$ cat config.mk
export PLATFORM = sky130hd
export DESIGN_NAME = param_fifo
export DESIGN_NICKNAME = d
export VERILOG_FILES = /design/src/rtl/fifo_pkg.sv /design/src/rtl/fifo_mem.sv /design/src/rtl/param_fifo.sv
export SDC_FILE = /design/constraint.sdc
export NUM_CORES = 2
export LEC_CHECK = 0
export ABC_AREA = 1
export CAP_MARGIN = 10
export CORE_MARGIN = 8
export CORE_UTILIZATION = 40
export DETAILED_ROUTE_END_ITERATION = 8
export PLACE_DENSITY = 0.67
export SLEW_MARGIN = 20
export SYNTH_ARGS = -nofsm -noshare
export SYNTH_HDL_FRONTEND = slang
export SYNTH_HIERARCHICAL = 1
export SYNTH_SLANG_ARGS = --single-unit
$ cat constraint.sdc
create_clock -name clk -period 6.1 [get_ports clk]
set_input_delay 1.83 -clock clk [delete_from_list [all_inputs] [get_ports clk]]
set_output_delay 1.83 -clock clk [all_outputs]
set_load 0.02 [all_outputs]
$ cat src/rtl/fifo_pkg.sv
// Shared types and elaboration helpers for the parametrised FIFO family.
// Imported by param_fifo and by the CSR block that aggregates FIFO status.
package fifo_pkg;

    // Returns 1 only for positive powers of two.
    function automatic bit is_pow2(input int n);
        return (n > 0) && ((n & (n - 1)) == 0);
    endfunction

    // Pointer width carries one extra wrap bit above the storage index.
    function automatic int ptr_w(input int depth);
        return $clog2(depth) + 1;
    endfunction

    typedef struct packed {
        logic overflow;
        logic underflow;
    } fifo_err_t;

endpackage

$ cat src/rtl/fifo_mem.sv
// DEPTH x WIDTH storage: one registered write port and one asynchronous read port.
// Deliberately unreset so synthesis can map it onto distributed RAM.
module fifo_mem #(
    parameter int WIDTH = 32,
    parameter int DEPTH = 64,
    parameter int AW    = $clog2(DEPTH)
) (
    input  logic             clk,
    input  logic             we,
    input  logic [AW-1:0]    waddr,
    input  logic [WIDTH-1:0] wdata,
    input  logic [AW-1:0]    raddr,
    output logic [WIDTH-1:0] rdata
);

    logic [WIDTH-1:0] mem [DEPTH];

    always_ff @(posedge clk) begin
        if (we) begin
            mem[waddr] <= wdata;
        end
    end

    assign rdata = mem[raddr];

endmodule

$ cat src/rtl/param_fifo.sv
// Single-clock show-ahead FIFO with occupancy count, programmable almost flags,
// synchronous flush and sticky overflow/underflow error flags.
module param_fifo
    import fifo_pkg::*;
#(
    parameter int WIDTH     = 32,
    parameter int DEPTH     = 64,
    parameter int AF_THRESH = DEPTH - 4,
    parameter int AE_THRESH = 4
) (
    input  logic                     clk,
    input  logic                     reset,
    input  logic                     flush,
    input  logic                     req,
    input  logic [WIDTH-1:0]         req_data,
    output logic                     full,
    output logic                     almost_full,
    input  logic                     rsp,
    output logic [WIDTH-1:0]         rsp_data,
    output logic                     empty,
    output logic                     almost_empty,
    output logic [$clog2(DEPTH):0]   level,
    input  logic                     err_clr,
    output logic                     overflow,
    output logic                     underflow
);

    localparam int AW = $clog2(DEPTH);
    localparam int PW = ptr_w(DEPTH);
    localparam logic [PW-1:0] AF_LVL = PW'(AF_THRESH);
    localparam logic [PW-1:0] AE_LVL = PW'(AE_THRESH);

    if (!is_pow2(DEPTH) || (DEPTH < 2)) begin : g_bad_depth
        $error("param_fifo: DEPTH must be a power of two and at least 2");
    end
    if ((AF_THRESH < 1) || (AF_THRESH > DEPTH)) begin : g_bad_af
        $error("param_fifo: AF_THRESH must lie in 1..DEPTH");
    end
    if ((AE_THRESH < 0) || (AE_THRESH > DEPTH - 1)) begin : g_bad_ae
        $error("param_fifo: AE_THRESH must lie in 0..DEPTH-1");
    end

    logic [PW-1:0] rd_ptr;
    logic [PW-1:0] wr_ptr;
    fifo_err_t     err_q;
    fifo_err_t     err_d;
    logic          pop_ok;
    logic          push_ok;

    assign empty        = (rd_ptr == wr_ptr);
    assign full         = (rd_ptr[AW-1:0] == wr_ptr[AW-1:0]) && (rd_ptr[AW] != wr_ptr[AW]);
    assign level        = wr_ptr - rd_ptr;
    assign almost_full  = (level >= AF_LVL);
    assign almost_empty = (level <= AE_LVL);

    // A pop on a full FIFO frees the slot the simultaneous push lands in.
    assign pop_ok  = rsp && !empty;
    assign push_ok = req && (!full || pop_ok);

    always_comb begin
        err_d = err_q;
        if (err_clr) begin
            err_d = '0;
        end
        if (req && !push_ok && !flush) begin
            err_d.overflow = 1'b1;
        end
        if (rsp && empty && !flush) begin
            err_d.underflow = 1'b1;
        end
    end

    always_ff @(posedge clk or posedge reset) begin
        if (reset) begin
            rd_ptr <= '0;
            wr_ptr <= '0;
            err_q  <= '0;
        end else begin
            if (flush) begin
                rd_ptr <= '0;
                wr_ptr <= '0;
            end else begin
                if (pop_ok) begin
                    rd_ptr <= rd_ptr + PW'(1);
                end
                if (push_ok) begin
                    wr_ptr <= wr_ptr + PW'(1);
                end
            end
            err_q <= err_d;
        end
    end

    assign overflow  = err_q.overflow;
    assign underflow = err_q.underflow;

    fifo_mem #(
        .WIDTH (WIDTH),
        .DEPTH (DEPTH),
        .AW    (AW)
    ) u_mem (
        .clk   (clk),
        .we    (push_ok && !flush),
        .waddr (wr_ptr[AW-1:0]),
        .wdata (req_data),
        .raddr (rd_ptr[AW-1:0]),
        .rdata (rsp_data)
    );

endmodule

==> run summary <==
Outcome = finished, final reports clean
#FFs+latches synth = 2064
Grt ovf = 0
Yosys cell types = 33
Initial core utilization = 40.26%
Number of global-route vias before repair = 52934
DP Worst Slack = 0.7571 ns
Clk Latency, worst-skew pair = 0.84 ns
WHS = 0.5496 ns
Xor/xnor share of the synthesized area = 0.08247%
Max VDD drop = 0.0003468 V
Synthesized area per cell = 12.03 um^2
Final critical-path share of the clock period = 99.50%
Die width = 472.7 um
Inserted Clock Buffers = 198
Clock-pin slew of the registers on the worst-case setup and hold paths = 0.06 ns
Initial antenna violation count = 9
Hold_buf cts = 0
Area of the core = 207300 um^2
Synth Area in Adders = 0.1440%
Post-synth net total = 6982
Share of cells above drive strength 1 = 8.540%
Via/cell ratio = 5.606
Synthesized area = 83440 um^2
Final wirelength = 238.8 mm
Crit-path slowest cell = dfrtp_4
DRT iter0 DRCs = 8023
Post-synth top area share = 73.70%
DRC = 0
P&R area growth vs syn = 12.91%
Setup violations, final = 0
Layout Cells excl Fill = 9956
Most frequent cells in the layout = nand2_1 (2307), edfxtp_1 (2048), nand3_1 (1931), buf_4 (204), clkbuf_16 (203)
Critical Path Max Stage Delay = 0.64 ns
Max Used Layer = met4
I/O Buffers = 82
Detailed Routing Iterations Pass 1 = 8
Slew @ Worst Pin = 1.027 ns
R2R Setup Slk = 1.67 ns
Simple-Gate Fraction of Synth Area = 22.60%
Site Rows = 167
Static leakage = 32.73 nW
CTS tree = yes
Total global-route track usage = 20.53%
Inst Count DP = 9581
Fin area = 94220 um^2
NumNets Final = 7048
Worst slew margin = 31.53%
Clock root cell = clkbuf_16
Fmax = 0.1648 GHz
CP required = 4.27 ns
Most frequent cell on the critical path = nand2_1
Post-synthesis mux area share = 0%
WL met3 = 24.96 mm
M1 WL = 92.13 mm
Commonest non-fill, non-tap cell in the layout = nand2_1
Fin. Hold Viols = 0
Total number of H-tree levels = 4
Synth Instances = 6935
Setup crit start kind = flop
Minimum clock period = 6.069 ns
Compound-Gate Fraction of Synth Area = 0.06148%
Critical-path maximum fanout = 57
Pin count of the biggest net entering global routing = 176
Via count = 55814
Clk sink count = 2064
Final Wtd Congestion = 0.8281
Post-DP Area = 88020 um^2
Chip Height = 472.7 um
Yosys top cell by area = edfxtp_1
Largest family of logic cells by synthesized area = simple AND/OR/NAND/NOR gates
Max-slew violations = 0
Register area share after synthesis = 74.18%
CP endpoint kind = primary output
First-pass GRT wire length = 347.2 mm
Fillers = 18350
Crit path cell chain = inv_6 -> buf_4 -> nand3_1 -> nand3_1 -> nand2_1 -> nand2_1 -> nand2_1 -> clkdlybuf4s50_1
Max_cap viols = 0
HP Class = flop to flop
Ports = 83
Skew final = 0.03211 ns
Per-cell routed wire length = 23.99 um
Cell Pwr Density = 343.4 nW/um^2
Die area = 223500 um^2
Slack of the critical path = 0.03063 ns
Post-DP HPWL = 125.8 mm
Crit Path Class = flop to primary output
DR WL met2 = 110.0 mm
Ranking of synthesized cells by area = edfxtp_1 (74%), nand3_1 (12%), nand2_1 (10%)
YS warnings = 6
Post-DRT Antenna Nets = 0
CTS max path bufs = 3
Arrival time at the worst endpoint = 4.24 ns
## kinds of logic (layout without fill, tap and decap cells)
kind of cell	after synthesis	in the layout
other	0	2
AO/OA/AOI/OAI	10	10
AND/OR/NAND/NOR	4347	4347
XOR/XNOR	7	7
buffers and inverters	498	729
adder cells (fa/ha/maj)	9	9
flip-flops	2064	2064
## repair_timing
action	CTS	global route
cloned	1	1
resized for setup	2	6
endpoints found under the setup margin	3	3
setup buffers	3	3
## metal layers
metal,global-route usage [%],vias up
met2,32.51,3280
li1,-,24810
met4,9.612,0
met1,27.79,27233
met3,3.460,491
met5,0,-
## state kept, by name, indices dropped and copies added, names as in the netlist
signal / count
overflow: 1
underflow: 1
wr_ptr: 7
rd_ptr: 7
u_mem/mem: 2048
## through the flow
stage / util, % / setup TNS, ns / power (mW)
2_1_floorplan: - / -44.25 / 19.10
3_3_place_gp: 42.45 / 0 / 20.77
3_5_place_dp: 42.46 / 0 / 20.85
4_1_cts: 45.42 / 0 / 32.37
5_1_grt: 45.45 / -0.02552 / 33.41
6_report: 45.45 / 0 / 32.35
## power by group
group | leakage [nW] | internal (mW) | switching [mW] | total (mW)
Combinational | 11.2 | 1.40 | 3.65 | 5.05
Sequential | 18.6 | 15.6 | 0.0237 | 15.6
Clock | 2.95 | 6.41 | 5.25 | 11.7
## cells in the mapped netlist
cell type / instances
nor2_1: 72
or2_2: 1
o21ai_0: 6
inv_1: 42
buf_4: 45
nand2_8: 1
nor3b_1: 1
nand2_1: 2307
xnor2_1: 1
a21oi_1: 3
clkinv_1: 1
nor4_1: 8
nand3_1: 1931
nand2_2: 3
dfrtp_1: 16
xor2_1: 5
buf_1: 40
xnor2_2: 1
buf_2: 284
nand3b_1: 1
buf_8: 2
fa_1: 1
nand4_1: 17
clkbuf_1: 78
o22ai_1: 1
nor2_4: 2
ha_1: 8
inv_2: 2
nor3_1: 1
inv_4: 1
edfxtp_1: 2048
nand2_4: 2
buf_6: 3
## cell type report
class / instances / area, um^2 / area share, %
inverters: 46 / 222.7 / 0.2364
well taps: 2788 / 3488 / 3.702
flip-flops and latches: 2064 / 61920 / 65.72
multi-input cells: 4373 / 19570 / 20.77
repair inverters: 1 / 8.758 / 0.009296
repair buffers: 317 / 2927 / 3.106
clock inverters: 111 / 825.8 / 0.8765
diodes: 2 / 5.005 / 0.005312
clock buffers: 254 / 5250 / 5.572
## critical path: cells and delay by family (launching register included)
family                 cells  cell delay [ns]
AND/OR/NAND/NOR            5             1.02
flip-flops                 1             0.64
buffers and inverters      3             1.61
## path summary, 6_finish.rpt
kind | startpoint | endpoint | cells past startpoint
worst max register to register | rd_ptr[4]$_DFFE_PP0P_ | u_mem/mem[49][3]$_DFFE_PP_ | 13
max in group asynchronous | reset | rd_ptr[0]$_DFFE_PP0P_ | 2
worst min-delay path | overflow$_DFFE_PP0P_ | overflow$_DFFE_PP0P_ | 2
worst max-delay path | rd_ptr[3]$_DFFE_PP0P_ | rsp_data[30] | 8
min in group asynchronous | reset | underflow$_DFFE_PP0P_ | 2
worst min register to register | overflow$_DFFE_PP0P_ | overflow$_DFFE_PP0P_ | 2
Note: power is estimated with default switching activity, not from simulation.
